File: src/rtl/pcs_tx_framer.sv
`default_nettype none
// ============================================================================
// Module      : pcs_tx_framer
// Description : PCS transmit framer. Sequences a frame through SSD, DATA,
//               CSR and ESD symbol classes with optional carrier extension.
//               It also runs a side-stream LFSR scrambler with a selectable
//               master or slave feedback tap.
// Ports       : clock, reset (async active-low)
//               io_tx_enable/io_tx_error/io_tx_data   - GMII-side transmit
//               io_tx_mode       - 0 SEND_Z, 1 SEND_I, 2 SEND_N, 3 as SEND_Z
//               io_master        - scrambler tap select (1 = TAP_M)
//               io_loc_rcvr_status - gates new frame starts
//               io_kind          - registered symbol class code
//               io_sym           - registered framing symbols, lane 0 in MSBs
//               io_data_out      - registered scrambled data word
//               io_busy          - FSM outside IDLE/ZERO
// Revision    : 1.0 - initial release
// ============================================================================
module pcs_tx_framer #(
    parameter int               LANES  = 4,
    parameter int               SYM_W  = 3,
    parameter int               DATA_W = 8,
    parameter int               SCR_W  = 33,
    parameter int               TAP_M  = 13,
    parameter int               TAP_S  = 20,
    parameter logic [SCR_W-1:0] SEED   = SCR_W'(1)
) (
    input  logic                   clock,
    input  logic                   reset,
    input  logic                   io_tx_enable,
    input  logic                   io_tx_error,
    input  logic [DATA_W-1:0]      io_tx_data,
    input  logic [1:0]             io_tx_mode,
    input  logic                   io_master,
    input  logic                   io_loc_rcvr_status,
    output logic [3:0]             io_kind,
    output logic [LANES*SYM_W-1:0] io_sym,
    output logic [DATA_W-1:0]      io_data_out,
    output logic                   io_busy
);

    localparam logic [3:0] ST_ZERO = 4'd0;
    localparam logic [3:0] ST_IDLE = 4'd1;
    localparam logic [3:0] ST_SSD1 = 4'd2;
    localparam logic [3:0] ST_SSD2 = 4'd3;
    localparam logic [3:0] ST_DATA = 4'd4;
    localparam logic [3:0] ST_CSR1 = 4'd5;
    localparam logic [3:0] ST_CSR2 = 4'd6;
    localparam logic [3:0] ST_ESD1 = 4'd7;
    localparam logic [3:0] ST_ESD2 = 4'd8;
    localparam logic [3:0] ST_CEXT = 4'd9;

    localparam logic [3:0] K_ZERO      = 4'd0;
    localparam logic [3:0] K_IDLE      = 4'd1;
    localparam logic [3:0] K_SSD1      = 4'd2;
    localparam logic [3:0] K_SSD2      = 4'd3;
    localparam logic [3:0] K_DATA      = 4'd4;
    localparam logic [3:0] K_CSR1      = 4'd5;
    localparam logic [3:0] K_CSR2      = 4'd6;
    localparam logic [3:0] K_ESD1      = 4'd7;
    localparam logic [3:0] K_ESD2_EXT0 = 4'd8;
    localparam logic [3:0] K_ESD2_EXT1 = 4'd9;
    localparam logic [3:0] K_ESD2_EXT2 = 4'd10;
    localparam logic [3:0] K_ESD2_ERR  = 4'd11;
    localparam logic [3:0] K_CEXT      = 4'd12;
    localparam logic [3:0] K_CEXT_ERR  = 4'd13;
    localparam logic [3:0] K_XMT_ERR   = 4'd14;

    localparam logic [SYM_W-1:0]  SYM_P     = SYM_W'(2);
    localparam logic [SYM_W-1:0]  SYM_M     = SYM_W'(-2);
    localparam logic [DATA_W-1:0] CODE_EXT1 = DATA_W'(8'h0F);
    localparam logic [DATA_W-1:0] CODE_EXT2 = DATA_W'(8'h1F);

    logic [3:0]             state;
    logic [3:0]             next_state;
    logic [3:0]             next_kind;
    logic [LANES*SYM_W-1:0] next_sym;
    logic [DATA_W-1:0]      next_data;
    logic                   next_busy;
    logic [SYM_W-1:0]       lane_val;
    logic [SCR_W-1:0]       scr;
    logic [SCR_W-1:0]       scr_next;
    logic                   feedback;
    logic                   mode_zero;

    assign mode_zero = (io_tx_mode == 2'd0) || (io_tx_mode == 2'd3);

    // Tap selection follows io_master on every shift; the register is never reseeded.
    assign feedback = scr[SCR_W-1] ^ (io_master ? scr[TAP_M-1] : scr[TAP_S-1]);
    assign scr_next = {scr[SCR_W-2:0], feedback};

    // ---------------- state register ----------------
    always_ff @(posedge clock or negedge reset) begin
        if (!reset) begin
            state <= ST_ZERO;
        end else begin
            state <= next_state;
        end
    end

    // ---------------- next-state logic ----------------
    always_comb begin
        next_state = state;
        case (state)
            ST_ZERO: next_state = ST_IDLE;
            ST_IDLE: begin
                if (io_tx_enable && (io_tx_mode == 2'd2) && io_loc_rcvr_status)
                    next_state = ST_SSD1;
            end
            ST_SSD1: next_state = ST_SSD2;
            ST_SSD2,
            ST_DATA: next_state = io_tx_enable ? ST_DATA : ST_CSR1;
            ST_CSR1: next_state = ST_CSR2;
            ST_CSR2: next_state = ST_ESD1;
            ST_ESD1: next_state = ST_ESD2;
            // The registered kind records which ESD2 variant was sent.
            ST_ESD2: begin
                if ((io_kind == K_ESD2_EXT1) || (io_kind == K_ESD2_EXT2))
                    next_state = ST_CEXT;
                else
                    next_state = ST_IDLE;
            end
            ST_CEXT: next_state = io_tx_error ? ST_CEXT : ST_IDLE;
            default: next_state = ST_ZERO;
        endcase
        if (mode_zero)
            next_state = ST_ZERO;
    end

    // ---------------- output logic (values for the next registered cycle) ----------------
    always_comb begin
        next_kind = K_ZERO;
        next_data = scr_next[DATA_W-1:0];
        next_busy = 1'b1;
        case (next_state)
            ST_ZERO: begin
                next_kind = K_ZERO;
                next_data = '0;
                next_busy = 1'b0;
            end
            ST_IDLE: begin
                next_kind = K_IDLE;
                next_busy = 1'b0;
            end
            ST_SSD1: next_kind = K_SSD1;
            ST_SSD2: next_kind = K_SSD2;
            ST_DATA: begin
                next_kind = io_tx_error ? K_XMT_ERR : K_DATA;
                next_data = io_tx_data ^ scr_next[DATA_W-1:0];
            end
            ST_CSR1: next_kind = K_CSR1;
            ST_CSR2: next_kind = K_CSR2;
            ST_ESD1: next_kind = K_ESD1;
            ST_ESD2: begin
                if (!io_tx_error)
                    next_kind = K_ESD2_EXT0;
                else if (io_tx_data == CODE_EXT1)
                    next_kind = K_ESD2_EXT1;
                else if (io_tx_data == CODE_EXT2)
                    next_kind = K_ESD2_EXT2;
                else
                    next_kind = K_ESD2_ERR;
            end
            ST_CEXT: next_kind = (io_tx_data == CODE_EXT1) ? K_CEXT : K_CEXT_ERR;
            default: begin
                next_kind = K_ZERO;
                next_data = '0;
                next_busy = 1'b0;
            end
        endcase
    end

    // Framing symbols derived from the class; lane 0 is packed into the MSBs.
    always_comb begin
        next_sym = '0;
        lane_val = '0;
        for (int i = 0; i < LANES; i++) begin
            case (next_kind)
                K_SSD1, K_ESD1:          lane_val = SYM_P;
                K_SSD2, K_ESD2_EXT0:     lane_val = (i == LANES - 1) ? SYM_M : SYM_P;
                K_ESD2_EXT1:             lane_val = (i == LANES - 2) ? SYM_M : SYM_P;
                K_ESD2_EXT2:             lane_val = (i == 1) ? SYM_M : SYM_P;
                K_ESD2_ERR:              lane_val = (i == 0) ? SYM_M : SYM_P;
                K_XMT_ERR:               lane_val = SYM_M;
                default:                 lane_val = '0;
            endcase
            next_sym[(LANES-1-i)*SYM_W +: SYM_W] = lane_val;
        end
    end

    // ---------------- output and scrambler registers ----------------
    always_ff @(posedge clock or negedge reset) begin
        if (!reset) begin
            io_kind     <= K_ZERO;
            io_sym      <= '0;
            io_data_out <= '0;
            io_busy     <= 1'b0;
        end else begin
            io_kind     <= next_kind;
            io_sym      <= next_sym;
            io_data_out <= next_data;
            io_busy     <= next_busy;
        end
    end

    always_ff @(posedge clock or negedge reset) begin
        if (!reset) begin
            scr <= SEED;
        end else begin
            scr <= scr_next;
        end
    end

endmodule
`default_nettype wire

File: config.mk
export PLATFORM = sky130hd
export DESIGN_NAME = pcs_tx_framer
export DESIGN_NICKNAME = d
export VERILOG_FILES = /design/src/rtl/pcs_tx_framer.sv
export SDC_FILE = /design/constraint.sdc
export NUM_CORES = 1
export LEC_CHECK = 0
export ABC_AREA = 1
export ABC_CLOCK_PERIOD_IN_PS = 4000
export CAP_MARGIN = 0
export CORE_MARGIN = 8
export CORE_UTILIZATION = 55
export DETAILED_ROUTE_END_ITERATION = 16
export HOLD_SLACK_MARGIN = 0.06
export PLACE_DENSITY_LB_ADDON = 0.08
export SLEW_MARGIN = 10
export SYNTH_ARGS = -nofsm -noshare
export SYNTH_HDL_FRONTEND = slang
export SYNTH_SLANG_ARGS = --single-unit
File: constraint.sdc
create_clock -name clock -period 4 [get_ports clock]
set_clock_uncertainty 0.1 [all_clocks]
set_input_delay 0.4 -clock clock [delete_from_list [all_inputs] [get_ports clock]]
set_output_delay 0.4 -clock clock [all_outputs]
set_load 0.02 [all_outputs]
==> results.json <==
{
  "outcome": "complete, no violations",
  "crit_fanout": 8,
  "die_area_um2": 6230,
  "cp.required_ps": 4070,
  "hpwlAfterDp_um": 3060,
  "use_met2_pct": 25.4,
  "holdWs_ps": 96.5,
  "via_count": 1452,
  "endpoint_kind": "register",
  "powerDensity_nw_per_um2": 375,
  "ir_drop_v": 0.000236,
  "async_flop_share_pct": 100,
  "cts_buffers": 5,
  "rows": 23,
  "netlist_area_um2": 2180,
  "placed_cell_area_um2": 2560,
  "hold_class": "input pin to async pin",
  "synth-seq-cells": 55,
  "setup_viol": 0,
  "cts_resized": 0,
  "nets": 261,
  "grt_pass1_wl_um": 7190,
  "gp_congestion": 0.815,
  "area_delta_synth_final_pct": 22.3,
  "io_buffers": 36,
  "die_h_um": 78.9,
  "cts_hold_buf": 0,
  "relSlewSlack_pct": 58.1,
  "cp_data_arrival_time_ps": 2280,
  "ys_types": 32,
  "rrSetupSlack_ps": 2100,
  "dr.pass1.iters": 4,
  "cts_root_buf": "clkbuf_8",
  "grt_max_degree": 56,
  "ant_nets": 0,
  "gr-usage-met1_pct": 16.3,
  "worstSkewPairLatency_ps": 300,
  "htree_levels": 2,
  "antennaDiodeCount": 0,
  "initial_core_util_pct": 55.7,
  "vias_per_cell": 4.92,
  "final.setup.tns_ps": 0,
  "finalMaxSlewViolations": 0,
  "overflow": 0,
  "worst_pin_slew_ps": 629,
  "synth_top_cell_area_share_pct": 62.0,
  "drc_errors": 0,
  "max_freq_ghz": 0.453,
  "avgSynthCellArea_um2": 10.7,
  "pin_count": 41,
  "fin_crit_ps": 2210,
  "yosysMostFrequentCell": "dfrtp_1",
  "numClockSinks": 55,
  "grt_use_total_pct": 14.6,
  "cts_setup_buffers": 0,
  "ys_warn_count": 0,
  "netlist_instances": 204,
  "cts_tree": "built",
  "cts_max_path_buffers": 2,
  "p_leak_nw": 1.39,
  "layout-drive-gt1-share_pct": 16.3,
  "netlist_top_cells_area": "dfrtp_1 62%, nand2_1 5.7%, inv_1 5.0%",
  "antenna_found_initial": 0,
  "drt_iter0_markers": 50,
  "fin_area_um2": 2670,
  "finalHoldViolCount": 0,
  "start_kind": "input pin",
  "grt.met3_usage_pct": 4.40,
  "clk_pin_slew_ps": 90,
  "synth_ff_type": "dfrtp_1",
  "ys_seq_area_share_pct": 63.2,
  "core_area_um2": 3910,
  "routed_wl_um": 4050,
  "die_w_um": 78.9,
  "yosysTopAreaCell": "dfrtp_1",
  "drv_cap": 0,
  "synth_edf_count": 0,
  "wl_per_cell_um": 13.7,
  "top_usage_layer": "met2",
  "ys_top_cells_by_count": "54 x dfrtp_1, 33 x nand2_1, 29 x inv_1, 19 x nor2_1, 9 x nand3_1",
  "grt_pass1_vias": 1627,
  "rsz0062_at_grt": "no",
  "timing.final.crit_share_pct": 55.2,
  "crit_type": "input pin to register"
}
## critical path, cell delays in order
cell and delay [ps]:
clkdlybuf4s50_1 450, inv_1 40, ha_1 400, inv_1 150, nand2_1 210, inv_2 110
nor3_4 380, o32ai_1 150
## kinds of logic after synthesis
| family | after synthesis | synth area share [%] |
|---|---|---|
| XOR/XNOR | 3 | 1.21 |
| flip-flops | 55 | 63.2 |
| other | 1 | 0.172 |
| multiplexers | 1 | 0.517 |
| adder cells (fa/ha/maj) | 1 | 0.574 |
| buffers and inverters | 45 | 9.19 |
| AND/OR/NAND/NOR | 82 | 19.8 |
| AO/OA/AOI/OAI | 16 | 5.28 |
## power by group
part / leakage [nW] / switching [mW] / internal [mW]
registers: 0.761 / 0.00389 / 0.561
clock network: 0.0533 / 0.178 / 0.146
logic: 0.577 / 0.0701 / 0.0407
## path summary, 6_finish.rpt
kind,cells after the start,to,from
worst min-delay path,2,scr[29],reset
max in group asynchronous,2,io_busy,reset
min in group clock,0,scr[19],scr[18]
worst max-delay path,8,io_data_out[2],io_tx_mode[0]
worst max register to register,14,io_sym[4],state[1]
worst min register to register,0,scr[19],scr[18]
## registers in the layout, summed over array words and instances (netlist names)
| name | flops |
|---|---|
| scr | 33 |
| io_data_out | 8 |
| io_sym | 5 |
| io_kind | 4 |
| state | 4 |
| io_busy | 1 |
## placed cells by master (no fill, tap or decap), types with 6 or more instances in the layout
master           instances
nand2_1                 33
nand3_1                  9
nor2_1                  19
dfrtp_1                 54
clkbuf_8                 6
inv_1                   29
clkdlybuf4s50_1         35
o32ai_1                  6
inv_2                    7
## per-stage QoR
step / util, % / setup WS (ps) / cells / power (mW)
floorplan: - / 2180 / 207 / 0.644
global placement: 65.5 / 1560 / 287 / 0.683
detailed placement: 65.5 / 1460 / 287 / 0.688
CTS: 68.1 / 1780 / 295 / 1.01
global route: 68.1 / 1680 / 295 / 1.04
finish: 68.1 / 1790 / 295 / 1.00
## layer usage
layer  wire (µm)  up-vias
met5           0        -
met4          61        0
met3         266        7
met2        2050       40
met1        1670      702
li1            -      703
## area by class of cell
type	instances	area, µm²
sequential	55	1380
timing repair buffer	37	363
fill	301	1250
tap	50	62.6
clock buffer	6	82.6
clock inverter	2	20.0
multi-input combinational	107	612
inverter	38	148
(Power assumes the default switching activity.)
